--- config.mk ---
export PLATFORM = sky130hd
export DESIGN_NAME = bin2bcd_seq
export DESIGN_NICKNAME = d
export VERILOG_FILES = /design/src/rtl/bin2bcd_seq_pkg.sv /design/src/rtl/bin2bcd_seq_add3.sv /design/src/rtl/bin2bcd_seq.sv
export SDC_FILE = /design/constraint.sdc
export NUM_CORES = 1
export LEC_CHECK = 0
export ABC_CLOCK_PERIOD_IN_PS = 4420
export CAP_MARGIN = 30
export CORE_AREA = 2 2 74 76
export CTS_BUF_LIST = sky130_fd_sc_hd__clkbuf_4 sky130_fd_sc_hd__clkbuf_8
export CTS_CLUSTER_DIAMETER = 40
export DETAILED_ROUTE_END_ITERATION = 10
export DIE_AREA = 0 0 76 78
export DONT_BUFFER_PORTS = 1
export GPL_TIMING_DRIVEN = 1
export PLACE_DENSITY_LB_ADDON = 0.3
export SYNTH_ARGS = -nofsm -noshare
export SYNTH_HDL_FRONTEND = slang
export SYNTH_SLANG_ARGS = --single-unit
--- constraint.sdc ---
create_clock -name clk -period 4.42 [get_ports clk]
set_input_delay 1.326 -clock clk [delete_from_list [all_inputs] [get_ports clk]]
set_output_delay 1.326 -clock clk [all_outputs]
set_load 0.02 [all_outputs]
--- src/rtl/bin2bcd_seq_pkg.sv ---
// Shared types and constants for the sequential binary-to-BCD converter
// and the display mux that consumes its digits.
package bin2bcd_seq_pkg;

  localparam int W      = 9;
  localparam int DIGITS = 3;

  // Display-mux codes outside the 0..9 digit range
  localparam logic [3:0] BCD_MINUS = 4'd10;
  localparam logic [3:0] BCD_BLANK = 4'd11;

  typedef enum logic [1:0] {
    IDLE,
    SHIFT,
    DONE
  } state_t;

endpackage

--- src/rtl/bin2bcd_seq_add3.sv ---
// Double-dabble nibble corrector: adds 3 when the BCD nibble is 5 or more.
// Latency: combinational. Backpressure: none, pure function.
module bcd_add3 (
  input  logic [3:0] din,
  output logic [3:0] dout
);

  assign dout = (din >= 4'd5) ? din + 4'd3 : din;

endmodule

--- src/rtl/bin2bcd_seq.sv ---
// Sign/magnitude recovery of the 9-bit adder result plus iterative double-dabble into 3 BCD digits.
// Latency: 10 cycles from the accepting edge to the done pulse; one result per 11 cycles back-to-back.
// Backpressure: start is ignored while busy (no queueing); outputs hold until the next done.
import bin2bcd_seq_pkg::*;

module bin2bcd_seq #(
  parameter int W      = bin2bcd_seq_pkg::W,
  parameter int DIGITS = bin2bcd_seq_pkg::DIGITS
) (
  input  logic         clk,
  input  logic         rst,
  input  logic         start,
  input  logic [W-1:0] bin,
  input  logic         sub,
  output logic         busy,
  output logic         done,
  output logic         neg,
  output logic [3:0]   bcd0,
  output logic [3:0]   bcd1,
  output logic [3:0]   bcd2
);

  localparam int SCR_W = 4*DIGITS + W;
  localparam logic [W-1:0] HALF = {1'b1, {(W-1){1'b0}}};

  state_t           state;
  logic [3:0]       cnt;
  logic [SCR_W-1:0] scr;
  logic [SCR_W-1:0] scr_adj;
  logic             neg_pend;
  logic             neg_in;
  logic [W-1:0]     mag;
  logic [W-1:0]     low_ext;

  // In subtract mode a clear carry means the true result is low - 256
  assign low_ext = {1'b0, bin[W-2:0]};
  assign neg_in  = sub & ~bin[W-1];
  assign mag     = !sub ? bin : (bin[W-1] ? low_ext : HALF - low_ext);

  assign scr_adj[W-1:0] = scr[W-1:0];
  for (genvar d = 0; d < DIGITS; d++) begin : g_add3
    bcd_add3 u_add3 (
      .din  (scr[W+4*d +: 4]),
      .dout (scr_adj[W+4*d +: 4])
    );
  end

  always_ff @(posedge clk) begin
    if (rst) begin
      state    <= IDLE;
      cnt      <= 4'd0;
      scr      <= '0;
      neg_pend <= 1'b0;
      busy     <= 1'b0;
      done     <= 1'b0;
      neg      <= 1'b0;
      bcd0     <= 4'd0;
      bcd1     <= 4'd0;
      bcd2     <= 4'd0;
    end else begin
      done <= 1'b0;
      case (state)
        IDLE: begin
          if (start) begin
            scr      <= {{(4*DIGITS){1'b0}}, mag};
            neg_pend <= neg_in;
            cnt      <= 4'd0;
            busy     <= 1'b1;
            state    <= SHIFT;
          end
        end
        SHIFT: begin
          scr <= {scr_adj[SCR_W-2:0], 1'b0};
          cnt <= cnt + 4'd1;
          if (cnt == 4'(W-1)) state <= DONE;
        end
        DONE: begin
          bcd0  <= scr[W +: 4];
          bcd1  <= scr[W+4 +: 4];
          bcd2  <= scr[W+8 +: 4];
          neg   <= neg_pend;
          done  <= 1'b1;
          busy  <= 1'b0;
          state <= IDLE;
        end
        default: state <= IDLE;
      endcase
    end
  end

endmodule

Yosys cells after proc, flatten, opt, wreduce, memory -nomap -nowiden
Cells that the tools add are included.
W data, S select, Z words.
- output and inout bits: 15
- logic and storage cells: 47
- input bits: 13
- flip-flop bits (word level): 43
- reduce and logical (&&, ||, !) cells: 7
- add/subtract/negate cells: 5
- multiplexer cells: 15
- equal/unequal tests: 5
- $lt $le $gt $ge: 3
- bitwise operators: 2
- operators by type and width (operator ; count):
    $pmux W21 S2 ; 1
    $mux W21 ; 1
    $mux W9 ; 2
    $ge A4 B3 Y1 const B ; 3
    $mux W4 ; 3
    $sub A9 B8 Y9 const A ; 1
    $add A4 B2 Y4 const B ; 2
    $pmux W4 S2 ; 1
    $reduce_and A2 Y1 ; 4
    $add A4 B1 Y4 const B ; 1
    $eq A4 B4 Y1 const B ; 1
    $mux W2 ; 2
    $ne A2 B2 Y1 const B ; 2
    $pmux W2 S2 ; 1
    $reduce_bool A2 Y1 ; 2
    $add A3 B2 Y3 const B ; 1
    $mux W3 ; 1
    $eq A2 B1 Y1 const B ; 1
    $eq A2 B2 Y1 const B ; 1
    $logic_not A2 Y1 ; 1
    $mux W1 ; 2
    $pmux W1 S2 ; 1
    $and A1 B1 Y1 ; 1
    $not A1 Y1 ; 1

Logic depth before layout (Yosys ltp)
- depth after elaboration: 5
- gate-level depth with buffers: 6
- depth with buffers taken out: 6

By module
Synthesis repeated with hierarchy kept, for this count alone.
- cells, all modules: 236
- area, all modules: 1984.4 um2
- by module, submodules not included (module ; area an instance (um2) ; cells each ; instances ; seq. area each (um2)):
    bin2bcd_seq ; 1680.4 ; 188 ; 1 ; 860.8
    bcd_add3 ; 101.3 ; 16 ; 3 ; 0.0

Worst setup path before layout
OpenSTA, ideal clock, no wires.
- path kind: input -> register
- start point: input port bin[0]
- end point: register scr[8]
- library setup time: 0.103 ns
- data required time: 4.317 ns
- data arrival time: 2.179 ns
- buffers on the path: 0
- stages: 5
- setup slack: 2.137 ns
- cells stage by stage: inv_1 > ha_1 > nor3b_1 > a31oi_1 > a2111oi_2
- word-level cells in the longest chain between the ends: 5
- ends and longest elaborated chain (what ; line ; RTL):
    start: declaration ; bin2bcd_seq.sv:13 ; input logic [W-1:0] bin,
    $sub A9 B8 Y9 ; bin2bcd_seq.sv:38 ; assign mag = !sub ? bin : (bin[W-1] ? low_ext : HALF - low_ext);
    $mux W9 (2 in a row) ; bin2bcd_seq.sv:38 ;
    $mux W21 ; bin2bcd_seq.sv:64 ; if (start) begin
    $pmux W21 S2 ; bin2bcd_seq.sv:62 ; case (state)
    end signal: assignment ; bin2bcd_seq.sv:65 ; scr <= {{(4*DIGITS){1'b0}}, mag};
    end signal: assignment ; bin2bcd_seq.sv:73 ; scr <= {scr_adj[SCR_W-2:0], 1'b0};
    end: declaration ; bin2bcd_seq.sv:28 ; logic [SCR_W-1:0] scr;
Every way passes these cells. The select of a mux whose other input is x is not followed.
A chain may end at the register's enable or synchronous reset.

Worst setup path in the final report
Same ends and word-level chain as after synthesis.

==> impl_metrics.toml <==
[outcome]
status = "completed"

[clocking]
cts_root_buffer = "clkbuf_8"
htreeDepth = 2
clockBufferDepth = 2
cts.clk_slew.worst_paths_ns = 0.08
clkSinkCount = 43
cts_buffers = 5
cts_hold_buf = 0
insertion_delay_ns = 0.30
cts_tree = "done"
post_cts_buffers = 0
cts_resized = 0

[global_routing]
globalRouteMet1Util_pct = 18.25
top_usage_layer = "met2"
antenna_found_initial = 0
grt_pass1_vias = 1553
track_usage_pct = 14.91
grt_first_pass_wirelength_um = 7010
use_met2_pct = 23.66
grt_overflow = 0
grt_use_met3_pct = 5.698
grt_max_degree = 47

[synth]
synth_area_leaders = "dfxtp_1 (42%), a21oi_1 (7.8%), nand2_1 (6.6%)"
synth_top_area_share_pct = 41.95
syn_area_sq_um = 2052
avgSynthCellArea_sq_um = 8.479
seq_area_frac_synth_pct = 41.95
synth_fp_nets = 264
synth_seq_cells = 43
yosysUniqueCellTypes = 40
synth_warnings = 0
syn_inst = 242
synth_largest_area_cell = "dfxtp_1"

[layout]
multi_input_area_sq_um = 1057
nets = 258
fillerInstances = 548
drive_gt1_share_pct = 6.751
instances_no_fill = 307
areaGrowthSynthToFinish_pct = 6.037
antenna_cells = 0
regArea_sq_um = 860.8

[floorplanning]
core-area_sq_um = 5042
dieArea_sq_um = 5928
die_w_um = 76
rows = 26
start_util_pct = 40.69
io_pins = 28
die_h_um = 78

[critical_path]
cp.buffers_inverters = 1
cp_max_fo = 4
worstPathCellList = "inv_1, ha_1, nor3b_1, a31oi_1, a2111oi_2"
max_stage_delay_ns = 0.37
worstPathArrival_ns = 2.35
crit_path_top_delay_cell = "nor3b_1"
required_ns = 4.62
path_delay_family = "compound AO/OA/AOI/OAI gates"
cp-end-kind = "flip-flop"
path_class = "in2reg"
worstSetupStartpointType = "primary input"

[power]
power_frac_seq_pct = 52.1
internal_power_w = 0.0006023
clock_power_share_pct = 41.1
sw_frac_of_total_pct = 22.72
power.switching_w = 0.0001771
p_comb_share_pct = 6.8
p_per_area_nw_per_um2 = 358.2
irDropWorstVdd_mv = 0.1740
total_leakage_power_nw = 0.7343

[run]
drv_cap = 0

[drt]
first_pass_iters = 4
drt_iter0_drc = 100
wire_per_inst_um = 13.35
drtAntennaViolNets = 0
drc = 0
via_count = 1572
routed_wl_um = 4099
viasPerCell = 5.121

[placement]
numPlacedInstances = 299
portBuffers = 0
place.gp.congestion = 0.7636
hpwlAfterDp_um = 2781

[hold_path]
min_path_type = "reg2reg"

[sta]
rsz0062_at_grt = "false"
tns_ns = 0
period_share_pct = 48.62
hold_viol = 0
setup_viol = 0
whs_ns = 0.4521
worst_pin_slew_ns = 0.7826
slew_headroom_pct = 47.79
clock_skew_ns = 0.007733
fin_crit_ns = 2.149
final_max_slew_viol_count = 0
clock.fmax_ghz = 0.4654
## layout by cell type, fill, tap and decap left out, types with 2 or more instances in the layout
| cell | n |
|---|---|
| nand3b_1 | 7 |
| xnor2_1 | 6 |
| mux2_2 | 4 |
| o22ai_1 | 4 |
| or3_1 | 2 |
| a22oi_1 | 5 |
| nor2_1 | 12 |
| a222oi_1 | 2 |
| xor2_1 | 4 |
| nor3_1 | 6 |
| o21ai_0 | 11 |
| ha_1 | 9 |
| nand2_1 | 36 |
| nand3_1 | 6 |
| inv_1 | 14 |
| clkbuf_8 | 6 |
| dfxtp_1 | 43 |
| nand2b_1 | 7 |
| a21oi_1 | 32 |
| nor3b_1 | 3 |
## area by class of cell
type | instances | share of cell area (%)
Clock inverter | 2 | 1.610
Clock buffer | 6 | 3.795
Inverter | 14 | 2.415
Tap cell | 70 | 4.025
Sequential cell | 43 | 39.56
Multi-Input combinational cell | 172 | 48.59
## per-layer routing
layer	up-vias	part of all wire, %
met5	-	0
met4	0	1.8
met2	38	43
met3	5	6.3
li1	817	-
met1	712	49
## worst min-delay path, cell delays in order, from the launching register on
cell     delay (ns)
dfxtp_1        0.32
nand2_1        0.05
a21oi_1        0.05
## Yosys cell counts, drive strengths merged
library cell,n
a211oi,1
nand2b,7
o221ai,1
xor2,4
nand4b,1
nor3b,4
a31oi,1
nand2,36
o22ai,4
a222oi,2
or3b,1
o21bai,1
xnor2,6
o21ai,12
a22oi,5
a2111oi,1
or3,2
inv,14
buf,10
ha,9
and2b,1
nor2,12
o31ai,1
clkbuf,3
dfxtp,43
a21oi,32
mux2,5
nor3,6
nand3,6
nand4,1
nor2b,2
nand3b,7
nor4,1
## cell families (layout without fill, tap and decap cells)
kind of cell             Yosys count  count (layout)  synth area share [%]
adder cells (fa/ha/maj)            9               9                 5.488
flip-flops                        43              43                 41.95
AO/OA/AOI/OAI                     61              61                 17.50
multiplexers                       5               5                 2.744
AND/OR/NAND/NOR                   87              87                 21.52
buffers and inverters             27              22                 6.524
XOR/XNOR                          10              10                 4.268
## flip-flops by register name (all words and copies together), names as in the netlist
signal	flops
neg	1
neg_pend	1
bcd0	4
cnt	4
bcd2	4
bcd1	4
state	2
busy	1
done	1
scr	21
## per-stage QoR
step / worst slack, ns / utilization (%) / cell area (sq um) / total power [W]
4_1_cts: 2.243 / 43.15 / 2176 / 0.0007921
3_3_place_gp: 2.008 / 40.82 / 2058 / 0.0004675
3_5_place_dp: 1.927 / 40.82 / 2058 / 0.0004691
2_1_floorplan: 2.137 / - / 2052 / 0.0004685
6_report: 2.271 / 43.15 / 2176 / 0.0007794
5_1_grt: 2.135 / 43.15 / 2176 / 0.0008102
## final timing paths
check	cells past startpoint	slack, ns	to	startpoint
max reg2reg	6	2.79	scr[11]	scr[10]
min	2	0.45	neg	neg_pend
min reg2reg	2	0.45	neg	neg_pend
max	5	2.27	scr[8]	bin[0]
## power by group through the flow
stage / logic, W / clock network (W) / registers, W
6_report: 0.0000533 / 0.000320 / 0.000406
5_1_grt: 0.0000608 / 0.000342 / 0.000407
4_1_cts: 0.0000544 / 0.000332 / 0.000406
3_5_place_dp: 0.0000542 / 0 / 0.000415
3_3_place_gp: 0.0000527 / 0 / 0.000415
2_1_floorplan: 0.0000565 / 0 / 0.000412
No activity file was read; power rests on OpenSTA's default activity.
